File: config.mk
export PLATFORM = sky130hd
export DESIGN_NAME = seg_display_driver
export DESIGN_NICKNAME = d
export VERILOG_FILES = /design/src/rtl/seg_display_driver_pkg.sv /design/src/rtl/seg_display_driver_bcd_to_seg7.sv /design/src/rtl/seg_display_driver.sv
export SDC_FILE = /design/constraint.sdc
export NUM_CORES = 1
export LEC_CHECK = 0
export BUFFER_PORTS_ARGS = -buffer_cell sky130_fd_sc_hd__buf_2
export CAP_MARGIN = 20
export CORE_MARGIN = 1.5
export CORE_UTILIZATION = 61
export CTS_CLUSTER_SIZE = 16
export DETAILED_ROUTE_END_ITERATION = 8
export GPL_TIMING_DRIVEN = 1
export PLACE_DENSITY = 0.8
export SKIP_LAST_GASP = 1
export SLEW_MARGIN = 0
export SYNTH_ARGS = -nofsm -noshare
export SYNTH_HDL_FRONTEND = slang
export SYNTH_SLANG_ARGS = --single-unit
File: constraint.sdc
create_clock -name clk -period 2.07 [get_ports clk]
set_input_delay 0.3105 -clock clk [delete_from_list [all_inputs] [get_ports clk]]
set_output_delay 0.3105 -clock clk [all_outputs]
set_load 0.05 [all_outputs]
File: src/rtl/seg_display_driver_pkg.sv
// Shared definitions for the 4-digit seven-segment display driver:
// conversion FSM encoding and active-low segment codes.
package seg_display_driver_pkg;

    typedef enum logic [1:0] {
        IDLE  = 2'd0,
        LOAD  = 2'd1,
        SHIFT = 2'd2,
        DONE  = 2'd3
    } state_e;

    // One double-dabble step per input bit of the 10-bit value.
    localparam int CONV_STEPS = 10;

    // Segment order {g,f,e,d,c,b,a}, active-low.
    localparam logic [6:0] SEG_0     = 7'h40;
    localparam logic [6:0] SEG_1     = 7'h79;
    localparam logic [6:0] SEG_2     = 7'h24;
    localparam logic [6:0] SEG_3     = 7'h30;
    localparam logic [6:0] SEG_4     = 7'h19;
    localparam logic [6:0] SEG_5     = 7'h12;
    localparam logic [6:0] SEG_6     = 7'h02;
    localparam logic [6:0] SEG_7     = 7'h78;
    localparam logic [6:0] SEG_8     = 7'h00;
    localparam logic [6:0] SEG_9     = 7'h10;
    localparam logic [6:0] SEG_BLANK = 7'h7F;

endpackage

File: src/rtl/seg_display_driver_bcd_to_seg7.sv
// Combinational BCD nibble to active-low seven-segment decode;
// non-decimal nibbles light nothing.
module bcd_to_seg7
    import seg_display_driver_pkg::*;
(
    input  logic [3:0] bcd,
    output logic [6:0] seg
);

    always_comb begin
        seg = SEG_BLANK;
        case (bcd)
            4'd0:    seg = SEG_0;
            4'd1:    seg = SEG_1;
            4'd2:    seg = SEG_2;
            4'd3:    seg = SEG_3;
            4'd4:    seg = SEG_4;
            4'd5:    seg = SEG_5;
            4'd6:    seg = SEG_6;
            4'd7:    seg = SEG_7;
            4'd8:    seg = SEG_8;
            4'd9:    seg = SEG_9;
            default: seg = SEG_BLANK;
        endcase
    end

endmodule

File: src/rtl/seg_display_driver.sv
// Converts a 10-bit value to BCD with a sequential double-dabble FSM and
// scans the four digits onto a multiplexed active-low display.
module seg_display_driver
    import seg_display_driver_pkg::*;
#(
    parameter int REFRESH_DIV = 50000,
    parameter bit BLANK_LZ    = 1'b1
) (
    input  logic       clk,
    input  logic       reset_n,
    input  logic [9:0] value,
    output logic [3:0] an,
    output logic [6:0] seg,
    output logic       busy,
    output state_e     dbg_state
);

    localparam int             SCAN_W    = $clog2(REFRESH_DIV);
    localparam logic [SCAN_W-1:0] SCAN_LAST = SCAN_W'(REFRESH_DIV - 1);
    localparam logic [3:0]     ITER_LAST = 4'(CONV_STEPS - 1);

    state_e              state, next_state;
    logic [9:0]          value_q, conv_src, bin_sr;
    logic [15:0]         bcd_sr, bcd_adj, digits_q;
    logic [3:0]          iter;
    logic [SCAN_W-1:0]   scan_cnt;
    logic [1:0]          idx;
    logic [3:0]          cur_digit, lead_zero;
    logic [6:0]          dec_seg;
    logic                blank;

    assign dbg_state = state;

    always_comb begin
        next_state = state;
        case (state)
            IDLE:    if (value_q != conv_src) next_state = LOAD;
            LOAD:    next_state = SHIFT;
            SHIFT:   if (iter == ITER_LAST) next_state = DONE;
            DONE:    next_state = IDLE;
            default: next_state = IDLE;
        endcase
    end

    // Add-3 correction applied before every shift.
    always_comb begin
        bcd_adj = bcd_sr;
        for (int n = 0; n < 4; n++) begin
            if (bcd_sr[n*4 +: 4] >= 4'd5) bcd_adj[n*4 +: 4] = bcd_sr[n*4 +: 4] + 4'd3;
        end
    end

    always_ff @(posedge clk or negedge reset_n) begin
        if (!reset_n) begin
            state    <= IDLE;
            busy     <= 1'b0;
            value_q  <= '0;
            conv_src <= '0;
            bin_sr   <= '0;
            bcd_sr   <= '0;
            iter     <= '0;
            digits_q <= '0;
        end else begin
            state   <= next_state;
            busy    <= (next_state != IDLE);
            value_q <= value;
            case (state)
                LOAD: begin
                    conv_src <= value_q;
                    bin_sr   <= value_q;
                    bcd_sr   <= '0;
                    iter     <= '0;
                end
                SHIFT: begin
                    {bcd_sr, bin_sr} <= {bcd_adj, bin_sr} << 1;
                    iter             <= iter + 4'd1;
                end
                DONE:    digits_q <= bcd_sr;
                default: ;
            endcase
        end
    end

    always_ff @(posedge clk or negedge reset_n) begin
        if (!reset_n) begin
            scan_cnt <= '0;
            idx      <= '0;
        end else if (scan_cnt == SCAN_LAST) begin
            scan_cnt <= '0;
            idx      <= idx + 2'd1;
        end else begin
            scan_cnt <= scan_cnt + 1'b1;
        end
    end

    // A digit is a leading zero when it and every more-significant digit are 0.
    always_comb begin
        lead_zero[3] = (digits_q[15:12] == 4'd0);
        lead_zero[2] = lead_zero[3] && (digits_q[11:8] == 4'd0);
        lead_zero[1] = lead_zero[2] && (digits_q[7:4] == 4'd0);
        lead_zero[0] = 1'b0;
        cur_digit    = digits_q[{idx, 2'b00} +: 4];
        blank        = BLANK_LZ && lead_zero[idx];
    end

    bcd_to_seg7 u_dec (
        .bcd (cur_digit),
        .seg (dec_seg)
    );

    always_ff @(posedge clk or negedge reset_n) begin
        if (!reset_n) begin
            an  <= 4'b1111;
            seg <= SEG_BLANK;
        end else begin
            an  <= ~(4'b0001 << idx);
            seg <= blank ? SEG_BLANK : dec_seg;
        end
    end

endmodule

==> reports/results.txt <==
The flow ran to the end, and the final reports show no timing, DRC or antenna violations. For this run, asynchronously set or reset flops after synthesis account for 100%. The clock transition at the registers of the reported paths is 0.09 ns, and the remaining routing DRC violations is 0.

Synthesis produced a netlist with a net count of 420. Walking the worst path, the cells encountered are mux4_1 > inv_1 > ha_1 > nor2b_4 > a211oi_1 > o32ai_1. In this run the number of H-tree levels came out at 3. The worst register-to-register path has a depth of 6.

The headroom to the max-slew limit was 66.4%. Setup total negative slack on the finished layout was measured at 0 ns. The tools report the first-pass GRT wire length as 13.5 mm. Height of the die: 89.8 um. The clock reaches the later pin of the worst-skew pair after 0.36 ns.

The remaining antenna violation count after routing is 0, and the final weighted congestion in routability-driven placement is 0.895. The full die area was 8060 sq um. Capture endpoint of the worst hold path: value_q[2]. The design draws 6000 uW.

In the layout the commonest cells are sky130_fd_sc_hd__dfrtp_1 (86), sky130_fd_sc_hd__mux2_2 (31), sky130_fd_sc_hd__inv_1 (30). Of the total power, the share spent switching nets is 36.2%. After legalization and detailed placement, the total HPWL measured 5.41 mm. Sequential cells were found to cover 53.7% of the synthesized design area.

The cell depth of the worst hold path was 1. The first routing iteration left 144 violations. For this run, the post-layout net count is 452. In the synthesized netlist the dominant register cell turns out to be sky130_fd_sc_hd__dfrtp_1.

For this configuration, the core starts out at a cell density of 63.3%. The share of total power dissipated in the clock network is 21.9%. The startpoint identified for the worst hold timing path is value[2].

Synthesis handed over a netlist of 384 instances. The biggest area contributor in the post-synthesis netlist is sky130_fd_sc_hd__dfrtp_1. Internal power comes to 3830 uW. The x dimension of the die was 89.8 um. The area share of the largest cell type after synthesis was 47.4%; the ratio of cells with drive above 1 in the final layout was 23.5%.

For this run, global-route usage on met2 was measured as 34.9%. Relative to the synthesized area, the layout overhead comes to 10.8%. The tool flagged a number of max-cap violations equal to 0. Counting flops with a built-in enable in the synthesized netlist gives 0. Broken down by cell family, the worst path's largest delay share belongs to multiplexers. The total vias in the final route is 2915, and the endpoint required time on the critical path is 2.35 ns.

The TritonCTS buffer count was 9; the endpoint arrival time on the critical path was 2.20 ns. During synthesis, Yosys emitted a total of 0 warnings. The standard-cell row count was 31. By area the synthesized netlist is led by sky130_fd_sc_hd__dfrtp_1 (47%), sky130_fd_sc_hd__mux2_2 (7.6%), sky130_fd_sc_hd__ha_1 (6.5%), sky130_fd_sc_hd__dfstp_2 (6.3%), sky130_fd_sc_hd__xnor2_1 (4.2%). The routed wire length is 7.61 mm. For the count of boundary I/O pins, the log shows 26. Summed over all nets, the switching power comes to 2170 uW.

The critical path runs through a total of 6 cells. Port buffering added 25 buffers. The largest single stage delay on the critical path is 0.63 ns. The capturing element type of the critical path was a flop. In this run, flip-flops and latches consume 42.0% of the power. The logs give 0 for the total setup buffers inserted after CTS and 0.00229 uW for the leakage power total. The tools report the global-route usage over all layers as 21.1%.

STA classifies the critical path startpoint as a flop. The peak clock frequency supported by timing is 521 MHz. The endpoint identified for the worst register-to-register timing path is seg[4]. The largest vdd supply drop came out at 860 uV.

The post-synthesis cell area is 4590 sq um. The most critical setup path has its startpoint at idx[0]. The minimum setup slack in the final design is 0.149 ns. The run gives 7250 sq um as the area inside the core boundary.

The logs give 0 for the antenna diode count and 0.00652 ns for the final setup skew. For the proportion of power drawn by combinational gates, the log shows 36.1%. Entering global routing, the biggest net connects 46 pins.

For this run, the detailed router's first-pass iteration total came to 4. The number of endpoints with negative hold slack in the final report came out at 0. TritonCTS built the clock tree.

The maximum fanout along the worst path works out to 5. Of the available clock period, the critical path in the final layout requires 92.8%. The count of buffer and inverter cells on the critical path was 1. The register-to-register setup slack came out at 0.15 ns. The path type of the worst setup path is reg2reg. Total grt overflow: 0. The layer flagged by global routing as most heavily used is met2. Count of filler cells inserted in the layout: 521.

The post-synthesis cell type count came out at 44. Setup repair after global routing left no endpoint under its margin. The maximum count of clock buffers along a single path was 2; the synthesized area per cell was 12.0 sq um. The reg-to-reg startpoint was idx[0]. The clock sink count is 98. The synthesized design contains 98 register bits.

The global-route track usage on met3 was 3.81%; the ratio of routed vias to standard cells was 5.61. For the pin with the worst max-slew slack, the measured transition is 0.504 ns. Setup violations remaining at the end of the flow were counted as 0. The worst hold path belongs to the class in2reg. The tools report the via count of the first global-routing pass as 2923. The routed wirelength normalized by instance count came out at 14.6 um. The run gives 0.130 ns as the worst setup timing slack at the placement stage. On the critical path, the stage with the largest delay is an instance of sky130_fd_sc_hd__mux4_1. Met1 layer usage reported by global route: 27.0%.

The library cell used most frequently in the layout, excluding fill and tap cells, is sky130_fd_sc_hd__dfrtp_1. The power per cell area is 1180 nW/um^2. Counting I/O delays and the setup requirement, the final critical path takes 1.92 ns.

The cell sitting at the root of the clock tree is a sky130_fd_sc_hd__clkbuf_8. Number of antenna violations at the first check in global routing: 0. The tools report the final number of max-transition violations as 0.
-- cell usage after synthesis (10+ instances only) --
cell	n
sky130_fd_sc_hd__o22ai_1	13
sky130_fd_sc_hd__xnor2_1	22
sky130_fd_sc_hd__a21oi_1	17
sky130_fd_sc_hd__mux2i_1	13
sky130_fd_sc_hd__nand3_1	10
sky130_fd_sc_hd__mux2_2	31
sky130_fd_sc_hd__o21ai_0	13
sky130_fd_sc_hd__dfstp_2	11
sky130_fd_sc_hd__inv_1	30
sky130_fd_sc_hd__dfrtp_1	87
sky130_fd_sc_hd__nand2_1	11
sky130_fd_sc_hd__nor2_1	21
sky130_fd_sc_hd__ha_1	24
-- area by class of cell --
class,count,area [sq um],share of cell area (%)
inverters,30,113,2.21
clock buffers,11,163,3.20
flip-flops and latches,98,2470,48.5
clock inverters,5,57.6,1.13
repair buffers,35,218,4.28
well taps,99,124,2.43
multi-input cells,242,1950,38.3
-- logic make-up after synthesis --
group	share of synthesized area (%)
muxes	12.6
and+or+nand+nor	10.0
xor gates and xnor gates	5.72
AOI/OAI and AO/OA	7.43
DFF	53.7
buffers and inverters	3.95
adders and majority gates	6.54
-- state kept, by name, summed over array words and instances (netlist names) --
signal / flops
bin_sr: 10
bcd_sr: 16
value_q: 10
dbg_state: 2
an: 4
digits_q: 16
busy: 1
seg: 7
conv_src: 10
scan_cnt: 16
iter: 4
idx: 2
-- metal layers --
layer  wire length, um  part of all wire [%]
met2              3850                    51
met5                 0                     0
met3               225                   3.0
met4               145                   1.9
met1              3400                    45
-- through the flow --
step	cells	hold slack (ns)	utilization [%]	instance area, sq um
3_5_place_dp	503	0.266	67.0	4860
6_report	520	0.0501	70.2	5090
4_1_cts	520	0.0323	70.1	5090
5_1_grt	520	0.0229	70.2	5090
3_3_place_gp	503	0.264	67.0	4860
2_1_floorplan	384	0.0149	-	4590
-- worst register-to-register path: stages, from the launching register on --
cell and delay, ns:
sky130_fd_sc_hd__dfrtp_2 0.42, sky130_fd_sc_hd__mux4_1 0.63, sky130_fd_sc_hd__inv_1 0.14, sky130_fd_sc_hd__ha_1 0.23, sky130_fd_sc_hd__nor2b_4 0.05, sky130_fd_sc_hd__a211oi_1 0.24
sky130_fd_sc_hd__o32ai_1 0.14
-- power by group through the flow --
| stage | Clock, uW | Sequential (uW) | Combinational, uW |
|---|---|---|---|
| floorplan | 0 | 2750 | 1460 |
| CTS | 1350 | 2530 | 2180 |
| finish | 1320 | 2520 | 2170 |
| global route | 1430 | 2570 | 2390 |
| global placement | 0 | 2540 | 2080 |
| detailed placement | 0 | 2560 | 2180 |
-- how the worst max path moves through the flow --
stage,endpoint,slack (ns)
floorplan,bcd_sr[4],0.08
global placement,seg[4],0.24
detailed placement,seg[4],0.13
CTS,seg[4],0.13
global route,seg[4],0.04
finish,seg[4],0.15
-- repair_timing --
item | in CTS | in global routing
hold endpoints to repair | 17 | 0
resized for setup | 0 | 1
hold buffers | 1 | 0
endpoints found under the setup margin | 0 | 1
No activity file was read; power rests on OpenSTA's default activity.
